===== src/rtl/add_round_key_stage.sv =====
// AES-128 AddRoundKey stage: XORs each state beat with the round key selected by an internal round counter.
// Optional per-byte key parity checking is enabled by defining ARK_PARITY_EN.
module add_round_key_stage #(
  parameter int NUM_ROUNDS = 10,
  parameter int STATE_W    = 128
) (
  input  logic                 clk,
  input  logic                 rst_n,
  input  logic                 key_we,
  input  logic [3:0]           key_addr,
  input  logic [STATE_W-1:0]   key_wdata,
  input  logic [STATE_W/8-1:0] key_wpar,
  input  logic                 in_valid,
  output logic                 in_ready,
  input  logic                 in_first,
  input  logic [STATE_W-1:0]   in_state,
  output logic                 out_valid,
  input  logic                 out_ready,
  output logic [STATE_W-1:0]   out_state,
  output logic [3:0]           out_round,
  output logic                 out_last,
  output logic                 out_perr,
  output logic                 seq_err
);

  localparam int         NKEYS    = NUM_ROUNDS + 1;
  localparam int         NBYTES   = STATE_W / 8;
  localparam logic [3:0] LAST_IDX = 4'(NUM_ROUNDS);

  logic [STATE_W-1:0] key_bank [NKEYS];
  logic [3:0]         rnd_reg;
  logic [3:0]         rnd_next;
  logic [3:0]         idx;
  logic               accept;
  logic [STATE_W-1:0] key_sel;
  logic               perr_next;

  logic               out_valid_reg;
  logic [STATE_W-1:0] out_state_reg;
  logic [3:0]         out_round_reg;
  logic               out_last_reg;
  logic               out_perr_reg;
  logic               seq_err_reg;

  assign in_ready = !out_valid_reg || out_ready;
  assign accept   = in_valid && in_ready;
  assign idx      = in_first ? 4'd0 : rnd_reg;
  // Read happens before the same-edge write, so a colliding beat sees the old key.
  assign key_sel  = key_bank[idx];
  assign rnd_next = accept ? ((idx == LAST_IDX) ? 4'd0 : idx + 4'd1) : rnd_reg;

  always_ff @(posedge clk or negedge rst_n) begin
    if (!rst_n) begin
      for (int i = 0; i < NKEYS; i++) key_bank[i] <= '0;
    end else if (key_we && key_addr <= LAST_IDX) begin
      key_bank[key_addr] <= key_wdata;
    end
  end

`ifdef ARK_PARITY_EN
  logic [NBYTES-1:0] par_bank [NKEYS];
  logic [NBYTES-1:0] par_calc;

  // Byte i occupies the i-th byte from the MSB end; its parity lands in bit i.
  genvar gi;
  generate
    for (gi = 0; gi < NBYTES; gi++) begin : g_par
      assign par_calc[gi] = ^key_sel[STATE_W-1-8*gi -: 8];
    end
  endgenerate

  always_ff @(posedge clk or negedge rst_n) begin
    if (!rst_n) begin
      for (int i = 0; i < NKEYS; i++) par_bank[i] <= '0;
    end else if (key_we && key_addr <= LAST_IDX) begin
      par_bank[key_addr] <= key_wpar;
    end
  end

  assign perr_next = (par_calc != par_bank[idx]);
`else
  logic unused_wpar;
  assign unused_wpar = ^key_wpar;
  assign perr_next   = 1'b0;
`endif

  always_ff @(posedge clk or negedge rst_n) begin
    if (!rst_n) begin
      rnd_reg       <= '0;
      out_valid_reg <= 1'b0;
      out_state_reg <= '0;
      out_round_reg <= '0;
      out_last_reg  <= 1'b0;
      out_perr_reg  <= 1'b0;
      seq_err_reg   <= 1'b0;
    end else begin
      rnd_reg <= rnd_next;
      if (accept) begin
        out_valid_reg <= 1'b1;
        out_state_reg <= in_state ^ key_sel;
        out_round_reg <= idx;
        out_last_reg  <= (idx == LAST_IDX);
        out_perr_reg  <= perr_next;
      end else if (out_ready) begin
        out_valid_reg <= 1'b0;
      end
      // A continuation beat with no sequence in progress is still processed, but flagged.
      if (accept && !in_first && rnd_reg == 4'd0) seq_err_reg <= 1'b1;
    end
  end

  assign out_valid = out_valid_reg;
  assign out_state = out_state_reg;
  assign out_round = out_round_reg;
  assign out_last  = out_last_reg;
  assign out_perr  = out_perr_reg;
  assign seq_err   = seq_err_reg;

endmodule


===== config.mk =====
export PLATFORM = sky130hd
export DESIGN_NAME = add_round_key_stage
export DESIGN_NICKNAME = d
export VERILOG_FILES = /design/src/rtl/add_round_key_stage.sv
export SDC_FILE = /design/constraint.sdc
export NUM_CORES = 2
export LEC_CHECK = 0
export CORE_MARGIN = 5
export CORE_UTILIZATION = 50
export DETAILED_ROUTE_END_ITERATION = 8
export GPL_TIMING_DRIVEN = 0
export PLACE_DENSITY = 0.79
export SYNTH_ARGS = -nofsm -noshare
export SYNTH_HDL_FRONTEND = slang
export SYNTH_SLANG_ARGS = --single-unit

===== constraint.sdc =====
create_clock -name clk -period 7.6 [get_ports clk]
set_input_delay 1.52 -clock clk [delete_from_list [all_inputs] [get_ports clk]]
set_output_delay 1.52 -clock clk [all_outputs]
set_load 0.005 [all_outputs]

### After elaboration in Yosys (flattened, before gate mapping)

Index checks and enable logic that the tools add are counted.

* add/subtract/negate cells: 1
* magnitude comparators: 4
* equal/unequal tests: 1
* multiplexer cells: 10
* bitwise operators: 3
* reductions and logical operators: 10

Operator list (number)
* bitwise mux 1408 bit: 1
* binary-select mux 128 bit (select 4 bit): 1
* demux 128 bit (select 4 bit): 1
* two-way mux 128 bit: 3
* XOR 128 bit: 1
* greater-or-equal comparator 5 bit, second input constant: 2
* NOT 4 -> 5 bit: 2
* two-way mux 4 bit: 2
* logical AND 1 bit: 5
* < comparator 5 x 1 -> 1 bit, second input constant: 1
* adder 4 x 1 -> 4 bit, second input constant: 1
* equality test 4 bit, second input constant: 1
* less-or-equal comparator 4 bit, second input constant: 1
* zero test 4 bit: 1
* zero test 1 bit: 2
* two-way mux 1 bit: 2
* nonzero test 2 bit: 1
* logical OR 1 bit: 1

* bits in registers: 1547
* output and inout bits: 137
* logic and storage cells: 46

### Depth between registers and ports, before layout

* depth after elaboration: 6
* gate-level depth with buffers: 8

### Worst setup path after synthesis

No wires, ideal clock.

* path kind: input -> register
* from: in in_first
* to: reg out_state_reg[102], in the netlist out_state[102]
* library setup time: 0.126 ns
* data arrival time: 3.285 ns
* required time: 7.474 ns
* setup slack: 4.189 ns
* cell stages on the path: 7
* buffers on the path: 2
* path through: nand2b_1 clkbuf_1 buf_2 mux2_2 a222oi_1 mux2_2 a221o_1

* cells in the longest elaborated chain, start to end: 6

Ends and longest elaborated chain
* from (decl): RTL line 15 `input logic in_first,`
* two-way mux 4 bit: RTL line 47 `assign idx = in_first ? 4'd0 : rnd_reg;`
* NOT 4 -> 5 bit (implied by the code): RTL line 49 `assign key_sel = key_bank[idx];`
* binary-select mux 128 bit (select 4 bit): RTL line 49
* two-way mux 128 bit (implied by the code) (2 in series): RTL line 49
* XOR 128 bit: RTL line 100 `out_state_reg <= in_state ^ key_sel;`
* to (signal assigned): RTL line 100
* to (decl): RTL line 39 `logic [STATE_W-1:0] out_state_reg;`

No other way between the ends. The select of a mux whose other input is x is not followed.
A chain may end at the register's enable or synchronous reset.

### Worst setup path after layout

* from: in out_ready
* to: reg out_state_reg[74], in the netlist out_state[74]

* cells in the longest elaborated chain, start to end: 2

Ends and longest elaborated chain
* from (decl): RTL line 18 `input logic out_ready,`
* logical OR 1 bit: RTL line 45 `assign in_ready = !out_valid_reg || out_ready;`
* logical AND 1 bit: RTL line 46 `assign accept = in_valid && in_ready;`

No other way between the ends.

==> impl_metrics.csv <==
group,metric,value,unit
global_route,antenna_found_initial,20,
die,io-pin-count,419,
clocking,clkLatencyLatePin,0.80,ns
drt,first_iter_violations,4463,
drt,dr_total_vias,48200,
global_route,grt_usage,0.276,
clocking,tritoncts,"built",
final_layout,fillers,10900,
setup_path,reg2reg_slack,3.24,ns
global_route,grt_max_degree,192,
power,p_int,18.6,mW
sta,rsz0062_at_grt,"no",
clocking,clockBufferDepth,3,
place,dp_cells,7374,
sta,timing.final.max_slew_violations,0,
drt,wl,212000,um
final_layout,largest_reg_flops,1408,
setup_path,path_max_fanout,10,
min_path,hold_class,"reg -> reg",
yosys,synth_seq_cells,1547,
power,vdd_drop_max,0.175,mV
die,rows,138,
yosys,synthCells,5068,
power,power_switching,7.84,mW
clocking,htree_levels,4,
yosys,syn_nets,5350,
setup_path,critical_path_class,"in -> reg",
global_route,grt_pass1_vias,50600,
yosys,synth_top_area_share,0.541,
power,pwr-share-comb,0.265,
die,initial_core_util,0.504,
drt,drc,0,
die,dieWidth,388,um
sta,setup_viol_count_final,0,
power,clock_power_share,0.302,
sta,tightest_slew,1.36,ns
sta,tns,0,ns
yosys,syn_avg_cell_area,14.1,um2
min_path,hold_path_depth,2,
power,power_frac_seq,0.433,
global_route,grt_overflow,0,
global_route,grt_pass1_wl,318000,um
drt,postRouteAntennaNets,0,
place,gp_congestion,0.857,
sta,period_share,0.686,
sta,clock.fmax,192,MHz
setup_path,crit_chain,"clkdlybuf4s50_1, nand2b_1, nand2_1, clkbuf_1, clkbuf_1, clkbuf_1, a221o_1",
power,power_density,315,nW/um2
yosys,yosysUniqueCellTypes,32,
yosys,syn_area,71600,um2
final_layout,final_util,0.590,
clocking,cts_root_buf,"clkbuf_16",
drt,wl_per_cell,27.6,um
place,hpwl,144000,um
clocking,clkTransAtPathRegs,0.06,ns
drt,firstDrtPassIters,7,
place,portBuffers,401,
setup_path,rr_startpoint,"out_valid",
clocking,hold_buffers,0,
yosys,ys_top_cells_by_area,"dfrtp_1 54%, mux2_2 27%, mux4_2 4.0%",
setup_path,crit_path_end,"out_state[74]",
setup_path,arrival,5.94,ns
yosys,ys.flop_type,"dfrtp_1",
sta,max_slew_margin,0.0927,
setup_path,r2r-end,"out_state[74]",
setup_path,ff2ff_path_depth,6,
yosys,async_flop_share,1.00,
setup_path,critPathMostFrequentCell,"clkbuf_1",
clocking,cts_inserted_buffers,163,
setup_path,cp.required,8.33,ns
run_status,status,"completed",
yosys,synth_area_leader_cell,"dfrtp_1",
setup_path,cp-start-kind,"input pin",
sta,period_needed,5.22,ns
yosys,synth_edf_count,0,
final_layout,finalNonFillerCells,7698,
setup_path,worstSetupEndpointType,"flop",
final_layout,drive_gt1_frac,0.411,
die,core_area,142000,um2
sta,hold_violations,0,
final_layout,nets,5931,
yosys,yosysSeqAreaShare,0.541,
die,die_area,151000,um2
power,switching_share,0.297,
power,p_leak,36.5,nW
job,cap_viol_max_count,0,
drt,vias_per_cell,6.26,
sta,fin_skew,0.0489,ns
setup_path,worstSetupStartpoint,"out_ready",
setup_path,crit_path_top_delay_cell,"nand2_1",
setup_path,worst-path-stages,7,
setup_path,max_stage_delay,1.00,ns
clocking,cts.repair.resized,0,
clocking,cts_setup_buffers,0,
setup_path,critPathBufInv,4,
final_layout,synthToLayoutAreaGrowth,17.1,%
die,die_h,388,um
clocking,clock_sinks,1547,
yosys,synth_warnings,0,
setup_path,crit_family,"buffers and inverters",
## worst reg2reg max path, delay by kind of cell, from the launching register on
| kind | cells | cell delay [ns] |
|---|---|---|
| DFF | 1 | 0.34 |
| buffers and inverters | 3 | 2.56 |
| AOI/OAI and AO/OA | 1 | 0.30 |
| and+or+nand+nor | 2 | 1.10 |
## area by class of cell
cell class | count | area, um2 | area share
Antenna cell | 24 | 60.1 | 0.000717
Buffer | 512 | 2100 | 0.0251
Clock buffer | 256 | 4880 | 0.0583
Clock inverter | 44 | 463 | 0.00553
Inverter | 1 | 3.75 | 0.0000448
Multi-Input combinational cell | 3008 | 30800 | 0.367
Sequential cell | 1547 | 38700 | 0.462
Tap cell | 1890 | 2360 | 0.0282
Timing Repair Buffer | 416 | 4420 | 0.0527
## power by group through the flow
stage	registers (mW)	logic (mW)	clock network (mW)
2_1_floorplan	11.1	4.52	0
3_3_place_gp	11.6	6.68	0
3_5_place_dp	11.5	6.90	0
4_1_cts	11.4	6.96	8.06
5_1_grt	11.6	7.46	8.42
6_report	11.4	7.00	7.98
## routing by layer
layer | vias to the layer above | global-route usage | wire (um)
li1 | 20300 | - | -
met2 | 2050 | 0.424 | 97100
met5 | - | 0 | 54
met3 | 453 | 0.0799 | 19800
met4 | 10 | 0.120 | 9180
met1 | 25400 | 0.369 | 86000
## metrics by stage
stage	worst slack, ns	power [mW]	hold slack [ns]	area (um2)
global placement	-63.61	18.3	0.472	77900
CTS	2.42	26.4	0.495	83700
detailed placement	1.60	18.4	0.481	78400
floorplan	4.19	15.6	0.466	71600
finish	2.38	26.4	0.495	83800
global route	2.30	27.5	0.506	83700
## cell usage in the layout, fill, tap and decap left out, drive strengths merged, types with 29 or more instances in the layout
cell type      instances
buf                  142
dfrtp               1547
a221o                128
clkbuf               642
o211a                128
or3b                 128
clkdlybuf4s50        400
nor2                 266
mux4                 128
a222oi               128
a21oi                130
mux2                1792
o22ai                129
clkinv                29
## worst min path at each step
stage          slack (ns)             end           start
3_3_place_gp         0.47        out_last        out_last
6_report             0.49    out_round[2]    out_round[2]
3_5_place_dp         0.48    out_round[0]    out_round[0]
5_1_grt              0.51  key_bank[1158]  key_bank[1158]
2_1_floorplan        0.47         seq_err         seq_err
4_1_cts              0.49    out_round[0]    out_round[0]
## cells by family after synthesis
logic type,after synthesis,share of synthesized area
muxes,1920,0.322
buffers and inverters,513,0.0292
and+or+nand+nor,432,0.0325
other,1,0.0000524
DFF,1547,0.541
AOI/OAI and AO/OA,655,0.0751
## cells in the mapped netlist, drive strengths merged (2+ instances only)
cell    number
or3b       128
a21oi      130
nand3b       4
or3          2
a221o      128
o21ai        8
clkbuf     386
nor3         3
and3         2
o211a      128
dfrtp     1547
mux4       128
nand2b       9
buf        126
mux2      1792
a222oi     128
nor2       266
nand2       16
o22ai      129
(Power assumes the default switching activity.)
